### src/rtl/demux_stream_pkg.sv
// demux_stream shared definitions
// Mode encoding for the target-select mux.
package demux_stream_pkg;

  typedef enum logic {
    MODE_ADDR = 1'b0,
    MODE_ROT  = 1'b1
  } mode_e;

endpackage

### src/rtl/demux_stream_slot.sv
// demux_slot: one-entry output register
// Ports: clk, rst (sync, active-high), load/load_data from the demux,
// drain (consumer ready), valid/data toward the consumer.
module demux_slot #(
  parameter int WIDTH = 8
) (
  input  logic             clk,
  input  logic             rst,
  input  logic             load,
  input  logic [WIDTH-1:0] load_data,
  input  logic             drain,
  output logic             valid,
  output logic [WIDTH-1:0] data
);

  // A load wins over a drain in the same cycle: the consumer
  // takes the old word while the new one lands, with no bubble.
  always_ff @(posedge clk) begin
    if (rst) begin
      valid <= 1'b0;
      data  <= '0;
    end else if (load) begin
      valid <= 1'b1;
      data  <= load_data;
    end else if (valid && drain) begin
      valid <= 1'b0;
    end
  end

endmodule

### src/rtl/demux_stream.sv
// demux_stream: registered 1-to-N valid/ready demultiplexer
// Ports: clk, rst, en, mode, sel, in_* stream, out_* per channel, ptr.
module demux_stream
  import demux_stream_pkg::*;
#(
  parameter  int WIDTH    = 8,
  parameter  int CHANNELS = 4,
  localparam int SEL_W    = $clog2(CHANNELS)
) (
  input  logic                      clk,
  input  logic                      rst,
  input  logic                      en,
  input  logic                      mode,
  input  logic [SEL_W-1:0]          sel,
  input  logic                      in_valid,
  input  logic [WIDTH-1:0]          in_data,
  output logic                      in_ready,
  output logic [CHANNELS-1:0]       out_valid,
  output logic [CHANNELS*WIDTH-1:0] out_data,
  input  logic [CHANNELS-1:0]       out_ready,
  output logic [SEL_W-1:0]          ptr
);

  logic                rot;
  logic [SEL_W-1:0]    tgt;
  logic                accept;
  logic [CHANNELS-1:0] load;

  assign rot = (mode_e'(mode) == MODE_ROT);
  assign tgt = rot ? ptr : sel;

  // The target slot can take a word if it is empty or being
  // emptied this cycle; in_valid never feeds back into in_ready.
  assign in_ready = !rst && en &&
                    (!out_valid[tgt] || out_ready[tgt]);
  assign accept   = in_valid && in_ready;

  always_comb begin
    load      = '0;
    load[tgt] = accept;
  end

  // Power-of-two channel count: natural overflow is the wrap.
  always_ff @(posedge clk) begin
    if (rst) begin
      ptr <= '0;
    end else if (accept && rot) begin
      ptr <= ptr + SEL_W'(1);
    end
  end

  for (genvar k = 0; k < CHANNELS; k++) begin : g_slot
    demux_slot #(
      .WIDTH(WIDTH)
    ) u_slot (
      .clk      (clk),
      .rst      (rst),
      .load     (load[k]),
      .load_data(in_data),
      .drain    (out_ready[k]),
      .valid    (out_valid[k]),
      .data     (out_data[k*WIDTH +: WIDTH])
    );
  end

endmodule

### config.mk
export PLATFORM = sky130hd
export DESIGN_NAME = demux_stream
export DESIGN_NICKNAME = d
export VERILOG_FILES = /design/src/rtl/demux_stream_pkg.sv /design/src/rtl/demux_stream_slot.sv /design/src/rtl/demux_stream.sv
export SDC_FILE = /design/constraint.sdc
export NUM_CORES = 1
export LEC_CHECK = 0
export CAP_MARGIN = 15
export CORE_MARGIN = 5
export CORE_UTILIZATION = 44
export DETAILED_ROUTE_END_ITERATION = 6
export PLACE_DENSITY = 0.88
export SLEW_MARGIN = 15
export SYNTH_ARGS = -nofsm -noshare
export SYNTH_HDL_FRONTEND = slang
export SYNTH_HIERARCHICAL = 1
export SYNTH_SLANG_ARGS = --single-unit
### constraint.sdc
create_clock -name clk -period 2.9 [get_ports clk]
set_input_delay 0.725 -clock clk [delete_from_list [all_inputs] [get_ports clk]]
set_output_delay 0.725 -clock clk [all_outputs]
set_load 0.05 [all_outputs]
---- After elaboration in Yosys (flattened, before gate mapping) ----
Index checks and enable logic that the tools add are counted.
word-level totals
  output and inout port bits .............. 39
  logic and storage cells ................. 44
  input bits .............................. 19
  bits in registers ....................... 38
operators by class
  $add $sub $neg .......................... 1
  reduce and logical (&&, ||, !) cells .... 16
  mux-type cells .......................... 15
  order comparisons ....................... 2
  bitwise operators ....................... 1
operators with widths
  cell                                                                                  count
  1-bit two-way mux                                                                     11
  1-bit logical AND                                                                     9
  2-bit nonzero test                                                                    4
  4-bit bitwise AND                                                                     1
  1-bit binary-select mux with 2-bit select                                             2
  2-bit by 3-bit < comparator with 1-bit output (second input constant)                 1
  2-bit by 1-bit adder with 2-bit output (second input constant)                        1
  1-bit demux with 2-bit select                                                         1
  2-bit by 1-bit greater-or-equal comparator with 1-bit output (second input constant)  1
  1-bit logical NOT                                                                     2
  2-bit two-way mux                                                                     1
  1-bit logical OR                                                                      1

---- Depth between registers and ports, before layout ----
  word-level depth ........................ 9
  depth in mapped cells ................... 8
  gate-level depth less buffers ........... 6

---- Modules after synthesis ----
The synthesis kept the hierarchy.
modules (own cells, without submodules)
  module        times used  area each (um^2)  cells each  seq. area each (um^2)
  demux_slot    4           321.6             30          180.2
  demux_stream  1           246.5             28          40.0

---- Worst setup path before layout ----
Ideal clock, no wire load.
  path type ............................... input to output
  from .................................... in mode
  to ...................................... out in_ready
  setup slack ............................. -0.453 ns
  arrival ................................. 2.628 ns
  path buffers ............................ 1
  data required time ...................... 2.175 ns
  stages .................................. 5
  path through ............................ buf_6 -> mux2_4 -> mux2i_2 -> mux2i_1 -> nor3b_1
on the way
  word-level cells in the longest chain between the ends .. 6
  elaborated cells between the ends (all ways) .. 8
  those cells by class .................... mux (5); reduce/logical (3)
RTL lines
  element                                    RTL line            RTL
  start: declaration                         demux_stream.sv:13  input logic mode,
  2-bit two-way mux *                        demux_stream.sv:30  assign tgt = rot ? ptr : sel;
  1-bit binary-select mux with 2-bit select  demux_stream.sv:35  (!out_valid[tgt] || out_ready[tgt]);
  1-bit two-way mux (implied by the code)    demux_stream.sv:35
  1-bit logical NOT                          demux_stream.sv:35
  1-bit logical OR *                         demux_stream.sv:35
  1-bit logical AND *                        demux_stream.sv:34  assign in_ready = !rst && en &&
  end: declaration                           demux_stream.sv:17  output logic in_ready,
Mark *: on every way between the ends. The rest lies on a longest branch, timed or not. The select of a mux whose other input is x is not followed.

---- Worst setup path in the final report ----
Same ends and word-level chain as after synthesis.

==> impl_results.md <==
- Placed instance count: 252
- Synth Instances: between 100 and 150
- Hold Crit Class: reg -> reg
- Synthesis-stage register bit count: 38
- DR vias/cell: about 4.8
- Final instance area: roughly 2300 um^2
- I/O pin count: between 50 and 60
- First-pass GRT wire length: ~6200 um
- Mapped cell area: 1530 um^2
- Pleak: around 0.8 nW
- Crit. End Element: output pin
- Yosys top cell by area: dfxtp_1
- Layout Area Growth over Synthesis: 49.6%
- RSZ-0062 raised after global routing: no
- DRT Wirelength: around 3800 um
- Core area: approximately 3400 um^2
- Max-Cap Viols: 0
- Outcome: complete, no violations
- Synth Flop Type: dfxtp_1
- CTS sink cnt: 38
- Detailed Place HPWL: around 2700 um
- Avg Inst Size Synth: approximately 10 um^2
- Vias: roughly 1300
- Critical path type: in -> out
- Synth cell types: 18
- GRT Resource Usage Total: around 16%
- Antenna-violating nets left: 0
- GP Congestion: approximately 0.74
- CP startpoint kind: input pin
- Share of cells above drive strength 1: 15.0%
- Final #Nets: ~240
- Number of core rows: 21
- Post-Synthesis Net Count: approximately 170
- Clk Latency, worst-skew pair: approximately 330 ps
- Critical path arrival: ~2100 ps
- Yosys top cell area share: around half
- Die Ht: between 60 and 70 um
- Die area: about 4800 um^2
- Count of final hold-check violations: 0
- GRT overflow: 0
- Fin. max-slew vios: 0
- Peak Freq: ~350 MHz
- Instance area at placement: between 2000 and 2500 um^2
- CTS Buffer Depth: 2
- Max rail drop VDD: ~310 uV
- Tmin final: approximately 2800 ps
- Power Density: between 300 and 400 nW/um^2
- Worst EP required: roughly 2200 ps
- Iteration-0 DRC Markers: 33
- Ant. Diodes: 0
- Finished Layout Cells: approximately 270
- Clk slew on worst S/H paths: ~110 ps
- Initial antenna violation count: 0
- # DRC: 0
- CTS Root Cell: clkbuf_4
- # setup viols final: 0
- DIE WIDTH: 69.0 um
- Clock skew: ~8.8 ps
- Slew @ Worst Pin: approximately 530 ps
- Seq/Total Area, Yosys: 49.6%
- Synth top area cells: dfxtp_1, mux2i_1, nor2_1, buf_6, nand2b_1
- Pre-antenna DRT Iters: 4
- Async SR Flop Fraction: 0%
- Most instantiated cells after synthesis: dfxtp_1, mux2i_1, nor2_1
- Largest net degree at the start of global routing: 28
- H-tree levels: 2
- Post-synth EDFFs: 0
- Starting density of the core: a little under half
- Vias in the first global route: ~1300
- CTS tree: done
- Final worst path period share: a little over nine tenths
- Port Buf Inserts: between 50 and 60
- Max-slew headroom: between 60 and 70%
- Ys Warns: 6
- Critical path peak fanout: 3
- DR WL/cell: 14.1 um
- Inserted Clock Buffers: 5
- Setup tns final: 0 ps
- Dpl ws: -193 ps
- Count leader, synth: dfxtp_1
- Final WS setup: a little under 80 ps
## layout make-up
type                            count  area, um^2
Multi-Input combinational cell     97         706
Fill cell                         282        1070
Tap cell                           46        57.6
Clock buffer                        7        45.0
Timing Repair Buffer               74         709
Sequential cell                    38         761
Inverter                            4        15.0
## worst paths after layout
check                                            start                       end  slack (ps)  depth (start not counted)
worst max-delay path                              mode                  in_ready          80                          6
worst min-delay path            g_slot[0].u_slot/valid    g_slot[0].u_slot/valid         490                          2
worst max register to register                  ptr[1]  g_slot[3].u_slot/data[0]         600                         13
worst min register to register  g_slot[0].u_slot/valid    g_slot[0].u_slot/valid         490                          2
## state kept, by name, summed over array words and instances (netlist names)
register and count:
ptr 2, g_slot.u_slot/data 32, g_slot.u_slot/valid 4
## cell usage in the layout, fill, tap and decap left out, types with 2 or more instances in the layout
master and instances:
mux2i_1 36, clkbuf_4 5, nor2_1 33, clkdlybuf4s50_1 54, dlygate4sd2_1 2, nor3_2 4, buf_4 16, inv_1 4
a21oi_1 5, mux2i_2 2, dfxtp_1 38, nand2b_1 5, clkbuf_1 2, nor2b_1 4, nand2_1 2
## cell families (layout without fill, tap and decap cells)
family,after synthesis,in the layout,share of synthesized area [%]
AO/OA/AOI/OAI,5,5,1.63
buffers and inverters,13,85,5.96
flip-flops,38,38,49.6
AND/OR/NAND/NOR,52,52,15.8
multiplexers,40,40,27.0
## stage by stage
| step | power, mW | hold WS [ps] | util (%) |
|---|---|---|---|
| floorplan | 0.610 | 701 | - |
| global placement | 0.668 | 471 | 65.3 |
| detailed placement | 0.670 | 477 | 65.3 |
| CTS | 0.912 | 493 | 68.2 |
| global route | 0.951 | 519 | 68.2 |
| finish | 0.904 | 490 | 68.2 |
## critical path: stages
cell and delay [ps]:
dlygate4sd2_1 260, mux2_4 340, mux2i_2 210, mux2i_1 130, nor3b_2 260, buf_12 170
## routing by layer
layer | track usage (%) | vias to the layer above | wire (um)
met3 | 8.87 | 9 | 395
met5 | 0 | - | 0
met4 | 4.77 | 0 | 72
met1 | 18.4 | 583 | 1530
li1 | - | 636 | -
met2 | 25.5 | 48 | 1750
## where the power goes
| group | leakage [nW] | internal, mW | switching [mW] |
|---|---|---|---|
| combinational | 0.481 | 0.0581 | 0.0677 |
| clock | 0.0254 | 0.0915 | 0.154 |
| sequential | 0.307 | 0.528 | 0.00394 |
| total | 0.813 | 0.678 | 0.226 |
## timing repair
action                     4_1_cts  5_1_grt
setup endpoints to repair        1        1
hold buffers                     0        0
hold endpoints to repair         0        0
pin swaps                        1        1
gates resized for setup          3        0
setup buffers                    7        0
Note: power is estimated with default switching activity, not from simulation.
